File: src/rtl/wb_regfile.sv
// rtl/wb_regfile.sv - write-back register file: 32x32 GPRs, HI/LO, bypassed read ports
// Optional registered commit trace enabled by defining DEBUG_TRACE_EN.
module wb_regfile (
  input  logic        clk,
  input  logic        rst,
  input  logic [31:0] wb_w_addr,
  input  logic        wb_we,
  input  logic [31:0] wb_w_data,
  input  logic [31:0] wb_hi,
  input  logic [31:0] wb_lo,
  input  logic        wb_w_hilo,
  input  logic [31:0] wb_pc,
  input  logic        r1_en,
  input  logic        r2_en,
  input  logic [4:0]  r1_addr,
  input  logic [4:0]  r2_addr,
  output logic [31:0] r1_data,
  output logic [31:0] r2_data,
  output logic [31:0] hi_o,
  output logic [31:0] lo_o
`ifdef DEBUG_TRACE_EN
  ,
  output logic [31:0] debug_wb_pc,
  output logic [3:0]  debug_wb_rf_wen,
  output logic [4:0]  debug_wb_rf_wnum,
  output logic [31:0] debug_wb_rf_wdata
`endif
);

  logic [31:0] gpr [1:31];
  logic [31:0] hi_q;
  logic [31:0] lo_q;
  logic [4:0]  w_idx;
  logic        gpr_we;

  assign w_idx  = wb_w_addr[4:0];
  assign gpr_we = wb_we && (w_idx != 5'd0);

  always_ff @(posedge clk or negedge rst) begin
    if (!rst) begin
      for (int i = 1; i < 32; i++) gpr[i] <= 32'd0;
    end else if (gpr_we) begin
      gpr[w_idx] <= wb_w_data;
    end
  end

  always_ff @(posedge clk or negedge rst) begin
    if (!rst) begin
      hi_q <= 32'd0;
      lo_q <= 32'd0;
    end else if (wb_w_hilo) begin
      hi_q <= wb_hi;
      lo_q <= wb_lo;
    end
  end

  // Reads are forced to zero during reset so the bypass cannot leak the blocked write.
  always_comb begin
    r1_data = 32'd0;
    r2_data = 32'd0;
    hi_o    = 32'd0;
    lo_o    = 32'd0;
    if (rst) begin
      if (r1_en && r1_addr != 5'd0)
        r1_data = (wb_we && w_idx == r1_addr) ? wb_w_data : gpr[r1_addr];
      if (r2_en && r2_addr != 5'd0)
        r2_data = (wb_we && w_idx == r2_addr) ? wb_w_data : gpr[r2_addr];
      hi_o = wb_w_hilo ? wb_hi : hi_q;
      lo_o = wb_w_hilo ? wb_lo : lo_q;
    end
  end

`ifdef DEBUG_TRACE_EN
  always_ff @(posedge clk or negedge rst) begin
    if (!rst) begin
      debug_wb_pc       <= 32'd0;
      debug_wb_rf_wen   <= 4'b0000;
      debug_wb_rf_wnum  <= 5'd0;
      debug_wb_rf_wdata <= 32'd0;
    end else begin
      debug_wb_pc       <= wb_pc;
      debug_wb_rf_wen   <= gpr_we ? 4'b1111 : 4'b0000;
      debug_wb_rf_wnum  <= w_idx;
      debug_wb_rf_wdata <= wb_w_data;
    end
  end

  logic unused_bits;
  assign unused_bits = ^wb_w_addr[31:5];
`else
  logic unused_bits;
  assign unused_bits = ^{wb_w_addr[31:5], wb_pc};
`endif

endmodule

File: config.mk
export PLATFORM = sky130hd
export DESIGN_NAME = wb_regfile
export DESIGN_NICKNAME = d
export VERILOG_FILES = /design/src/rtl/wb_regfile.sv
export SDC_FILE = /design/constraint.sdc
export NUM_CORES = 2
export LEC_CHECK = 0
export BUFFER_PORTS_ARGS = -buffer_cell sky130_fd_sc_hd__buf_2
export CAP_MARGIN = 25
export CELL_PAD_IN_SITES_DETAIL_PLACEMENT = 0
export CELL_PAD_IN_SITES_GLOBAL_PLACEMENT = 1
export CORE_UTILIZATION = 45
export CTS_BUF_LIST = sky130_fd_sc_hd__clkbuf_16
export CTS_CLUSTER_SIZE = 8
export DETAILED_ROUTE_END_ITERATION = 10
export GPL_TIMING_DRIVEN = 1
export PLACE_DENSITY_LB_ADDON = 0.15
export RECOVER_POWER = 25
export SLEW_MARGIN = 10
export SYNTH_ARGS = -nofsm -noshare
export SYNTH_HDL_FRONTEND = slang
export SYNTH_SLANG_ARGS = --single-unit
File: constraint.sdc
create_clock -name clk -period 2.9 [get_ports clk]
set_input_delay 0.725 -clock clk [delete_from_list [all_inputs] [get_ports clk]]
set_output_delay 0.725 -clock clk [all_outputs]
set_load 0.05 [all_outputs]
Word level (Yosys, flattened, before mapping)
Cells that the tools add are included.
{ "word_totals": {"elab_cells": 70, "output_inout_bits": 128, "register_bits": 1056} }
{ "op_classes": {"bitwise": 3, "reduce_logical": 9, "magnitude_cmp": 4, "muxes": 19, "n_eq_ne": 2} }
{ "op_table": {"columns": ["op", "count"], "rows": [
  ["$bwmux W992", 1],
  ["$mux W32", 15],
  ["$bmux W32 S5", 2],
  ["$demux W32 S5", 1],
  ["$ge A6 B6 Y1 const B", 3],
  ["$not A5 Y6", 3],
  ["$reduce_bool A5 Y1", 3],
  ["$eq A5 B5 Y1", 2],
  ["$logic_and A1 B1 Y1", 6],
  ["$lt A6 B1 Y1 const B", 1]
]} }

Longest topological paths before layout
{ "logic_depth": {"word_depth": 7, "ltp_mapped": 9, "ltp_nobuf": 5} }

Worst setup path after synthesis
No wires, ideal clock.
{ "synth_path": {"path_type": "input-to-output", "startpoint": "in r1_addr[2]", "endpoint": "out r1_data[28]", "arrival_ps": 2832, "required_ps": 2175, "path_stages": 7, "path_slack_ps": -657, "n_path_buf": 2, "cell_sequence": "buf_2 -> and2_1 -> and2_1 -> clkbuf_1 -> a221o_1 -> o32a_1 -> a31oi_1"} }
{ "synth_between": {"elab_chain_cells": 7, "word_cells_on_any_way": 11, "classes_between": "eq/ne: 1; mux: 6; bitwise: 1; reduce/logical: 3"} }
{ "synth_rtl": {"columns": ["item", "line_no", "rtl"], "rows": [
  ["start: declaration", "15", "input logic [4:0] r1_addr,"],
  ["$not A5 Y6 (not written as such)", "65", "r1_data = (wb_we && w_idx == r1_addr) ? wb_w_data : gpr[r1_addr];"],
  ["$bmux W32 S5", "65", null],
  ["$mux W32 (not written as such) (2 in series)", "65", null],
  ["$mux W32", "65", null],
  ["$mux W32 *", "64", "if (r1_en && r1_addr != 5'd0)"],
  ["$mux W32 *", "63", "if (rst) begin"],
  ["end: declaration", "17", "output logic [31:0] r1_data,"]
]} }
Mark *: on every way between the ends. The rest lies on a longest branch, timed or not. The select of a mux whose other input is x is not followed.

Final worst setup path
{ "layout_path": {"startpoint": "in r2_addr[0]", "endpoint": "out r2_data[30]"} }
{ "layout_between": {"elab_chain_cells": 7, "word_cells_on_any_way": 11, "classes_between": "eq/ne: 1; mux: 6; bitwise: 1; reduce/logical: 3"} }
{ "layout_rtl": {"columns": ["item", "line_no", "rtl"], "rows": [
  ["start: declaration", "16", "input logic [4:0] r2_addr,"],
  ["$not A5 Y6 (not written as such)", "67", "r2_data = (wb_we && w_idx == r2_addr) ? wb_w_data : gpr[r2_addr];"],
  ["$bmux W32 S5", "67", null],
  ["$mux W32 (not written as such) (2 in series)", "67", null],
  ["$mux W32", "67", null],
  ["$mux W32 *", "66", "if (r2_en && r2_addr != 5'd0)"],
  ["$mux W32 *", "63", null],
  ["end: declaration", "18", "output logic [31:0] r2_data,"]
]} }
Marked as above.

==> summary.md <==
| Metric | Value |
|---|---|
| NetSw | 13.6 mW |
| Number of synthesized flops with an enable pin | 0 |
| Row count | ~130 |
| CTS Buffer Depth | 3 |
| VDD IR max | 562 uV |
| Initial antenna violation count | 12 |
| Avg Cell Area, Syn | about 14 um^2 |
| Synth Net Count | ~4200 |
| Final Non-Filler Cells | about 6400 |
| Largest net degree at the start of global routing | between 150 and 200 |
| Setup-failing EPs final | 76 |
| CP startpoint kind | input pin |
| RSZ-0062 raised after global routing | yes |
| Pwr/cell area | 622 nW/um^2 |
| Period Utilization, post-route | 118% |
| Fin crit period | ~3.4 ns |
| Register-to-register setup slack | 1.99 ns |
| Initial Util | a little under half |
| Synth Flop Type | dfrtp_1 |
| Via density per instance | between 6 and 7 |
| CTS HTree Levels | 4 |
| Place WS | -0.965 ns |
| Share of layout cells above drive strength 1 | between 60% and 70% |
| Crit path cell chain | buf_16, buf_16, buf_16, buf_8, mux4_2, nand2_2, nand3_2, o311ai_4, buf_4, a41oi_4, buf_12 |
| Post-route DRC | 0 |
| Hold-critical path endpoint | hi_q[19] |
| WHS | approximately 0.18 ns |
| Synth cell types | 60 |
| Synthesized cell area | about 57000 um^2 |
| Area delta synth->final | 33.1% |
| Pwr Total | roughly 47 mW |
| Dpl hpwl | roughly 140 mm |
| Worst EP arrival | about 2.7 ns |
| Initial DRC Count | 4273 |
| Outcome | complete, but fails checks |
| Die area | about 130000 um^2 |
| Commonest non-fill, non-tap cells in the layout | mux2_2 (1087), dfrtp_1 (1056), buf_4 (435), mux4_2 (395), buf_12 (249) |
| CTS root buf | clkbuf_16 |
| Slew @ Worst Pin | 2.25 ns |
| Post-synthesis sequential area ratio | approximately 47% |
| Vias in the first global route | ~43000 |
| Final #Nets | 4930 |
| Lkg Pwr | around 33 nW |
| Highest-delay cell along the critical path | mux4_2 |
| Fin. max-slew vios | around 300 |
| Reg2Reg Capture Point | gpr[565] |
| Fmax | 0.291 GHz |
| GRT Overall Usage | a little over a third |
| Worst-path clk slew | roughly 0.05 ns |
| Global-route wire length before repair | between 300 and 400 mm |
| Post-route cell area | between 70000 and 80000 um^2 |
| Critical Path Sink Type | output port |
| Worst R2R Path Depth | 2 |
| Slowest cell delay on critical path | 0.51 ns |
| IO buf count | 244 |
| CP Max Fanout | 7 |
| Commonest non-fill, non-tap cell in the layout | mux2_2 |
| Pint | 33.3 mW |
| Synth Register Bits | 1056 |
| Max_cap viols | 3 |
| Core ar. | around 120000 um^2 |
| Hold Fails Final Rpt | 0 |
| Die Height | ~360 um |
| Most Frequent Cell on Critical Path | buf_16 |
| Hold-critical path depth | 2 |
| Hold-fix buffers, CTS | 0 |
| WS Path Type | input pin to output port |
| Seq pwr share | 41.7% |
| Gate power share | 24.1% |
| Syn Inst Count | 4012 |
| Number of CTS-inserted buffers | 150 |
| Final wirelength | 230 mm |
| Synth warnings | 0 |
| WP data required | 2.17 ns |
| Skew-Pair Late Insertion Delay | around 0.78 ns |
| Dpl cells | around 6100 |
| Clock Skew | 0 ns |
| TritonCTS clock tree | yes |
| Layout filler cell count | ~9600 |
| Die W | around 360 um |
| First-pass detailed-route iteration total | 6 |
| Switch share | between 20% and 30% |
| Clock sink count | around 1100 |
| Post-route setup TNS | -26.53 ns |
| Vias after detailed routing | about 42000 |
| DRT antenna net count | 0 |
| Clk network pwr share | about a third |
| HP Start | wb_hi[19] |
| RePlAce Congestion | ~0.89 |
| Placement Cell Area | 66700 um^2 |
| Slew Limit Headroom | -49.9% |
| Gr ovfl total | 0 |
| Core Util, Final | approximately 61% |
| Violated checks | max-capacitance violations, max-slew violations, negative setup slack |
| R2r startpoint | gpr[565] |
| Min-Delay Path Class | input pin to register |
| Setup ws final | -0.532 ns |
| IO Pins | between 300 and 400 |
| Per-cell routed wire length | 35.9 um |
| Ys async rst share | 100% |
[kinds of logic (layout without fill, tap and decap cells)]
| kind of cell | count (synthesis) | after routing | synth area share (%) |
|---|---|---|---|
| AO/OA/AOI/OAI | 447 | 447 | 5.62 |
| XOR/XNOR | 10 | 10 | 0.155 |
| buffers and inverters | 424 | 1186 | 3.71 |
| flip-flops | 1056 | 1056 | 46.6 |
| multiplexers | 1655 | 1655 | 40.4 |
| other | 0 | 2 | 0 |
| AND/OR/NAND/NOR | 420 | 421 | 3.48 |
[worst max-delay path, delay by kind of cell]
kind | cells | cell delay (ns)
buf+inv | 6 | 0.95
mux | 1 | 0.51
compound gates | 2 | 0.28
simple gates | 2 | 0.19
[synth_stat cells (9+ instances only)]
master | instances | area, um^2
buf_1 | 58 | 218
a221o_1 | 13 | 130
a22oi_1 | 88 | 661
a21o_1 | 17 | 128
nor2_1 | 107 | 402
nand2_1 | 144 | 541
mux2i_1 | 137 | 1370
and2_1 | 69 | 432
mux4_2 | 395 | 8900
o221ai_1 | 10 | 87.6
o311ai_0 | 17 | 149
a22o_1 | 14 | 123
a41oi_1 | 17 | 149
a221oi_1 | 41 | 359
buf_6 | 20 | 225
mux2_1 | 20 | 225
o21ai_0 | 59 | 295
nand3_1 | 42 | 210
and3_1 | 10 | 62.6
dfrtp_1 | 1056 | 26400
buf_4 | 56 | 420
a31oi_1 | 27 | 169
mux2_2 | 1103 | 12400
a21oi_1 | 47 | 235
o22ai_1 | 52 | 325
a211o_1 | 10 | 87.6
o32ai_1 | 9 | 78.8
clkbuf_1 | 169 | 634
buf_2 | 111 | 556
[registers in the layout (all words and copies together), names as in the netlist]
register,cells
gpr,992
hi_q,32
lo_q,32
[cell type report]
class / instances / area [um^2] / share of cell area, %
Clock inverter: 20 / 239 / 0.317
Multi-Input combinational cell: 2533 / 31100 / 41.2
Tap cell: 1637 / 2050 / 2.71
Sequential cell: 1056 / 26400 / 35.0
Clock buffer: 153 / 3830 / 5.07
Antenna cell: 2 / 5.00 / 0.00663
Timing Repair Buffer: 1005 / 11800 / 15.6
Inverter: 8 / 36.3 / 0.0481
[timing repair]
item | 4_1_cts | 5_1_grt
endpoints found under the setup margin | 64 | 76
endpoints found under the hold margin | 0 | 0
buffers inserted | 106 | 53
gates cloned | 29 | 15
resized for setup | 309 | 199
pin swaps | 107 | 125
[worst max-delay path by stage]
stage	from	to	slack, ns	cells after the start
2_1_floorplan	r2_addr[1]	r2_data[24]	-0.29	7
3_3_place_gp	r2_addr[0]	r2_data[3]	-0.97	10
3_5_place_dp	r2_addr[0]	r2_data[3]	-0.97	10
4_1_cts	gpr[658]	r2_data[18]	-0.51	5
5_1_grt	r2_addr[0]	r2_data[30]	-0.54	11
6_report	r2_addr[0]	r2_data[30]	-0.53	11
[metal layers]
metal  vias up  routed length, um  GRT usage, %
li1      16900                  -             -
met1     22500              89300          46.6
met2      2050             107000          56.7
met3       660              19400          7.85
met4        10              14900          20.3
met5         -                 62             0
[power by group through the flow]
stage / Combinational [mW] / Clock [mW] / Sequential, mW
2_1_floorplan: 7.28 / 0 / 19.0
3_3_place_gp: 10.0 / 0 / 19.6
3_5_place_dp: 10.2 / 0 / 19.7
4_1_cts: 10.9 / 16.3 / 19.5
5_1_grt: 11.9 / 16.9 / 20.0
6_report: 11.3 / 16.1 / 19.6
(Power assumes the default switching activity.)
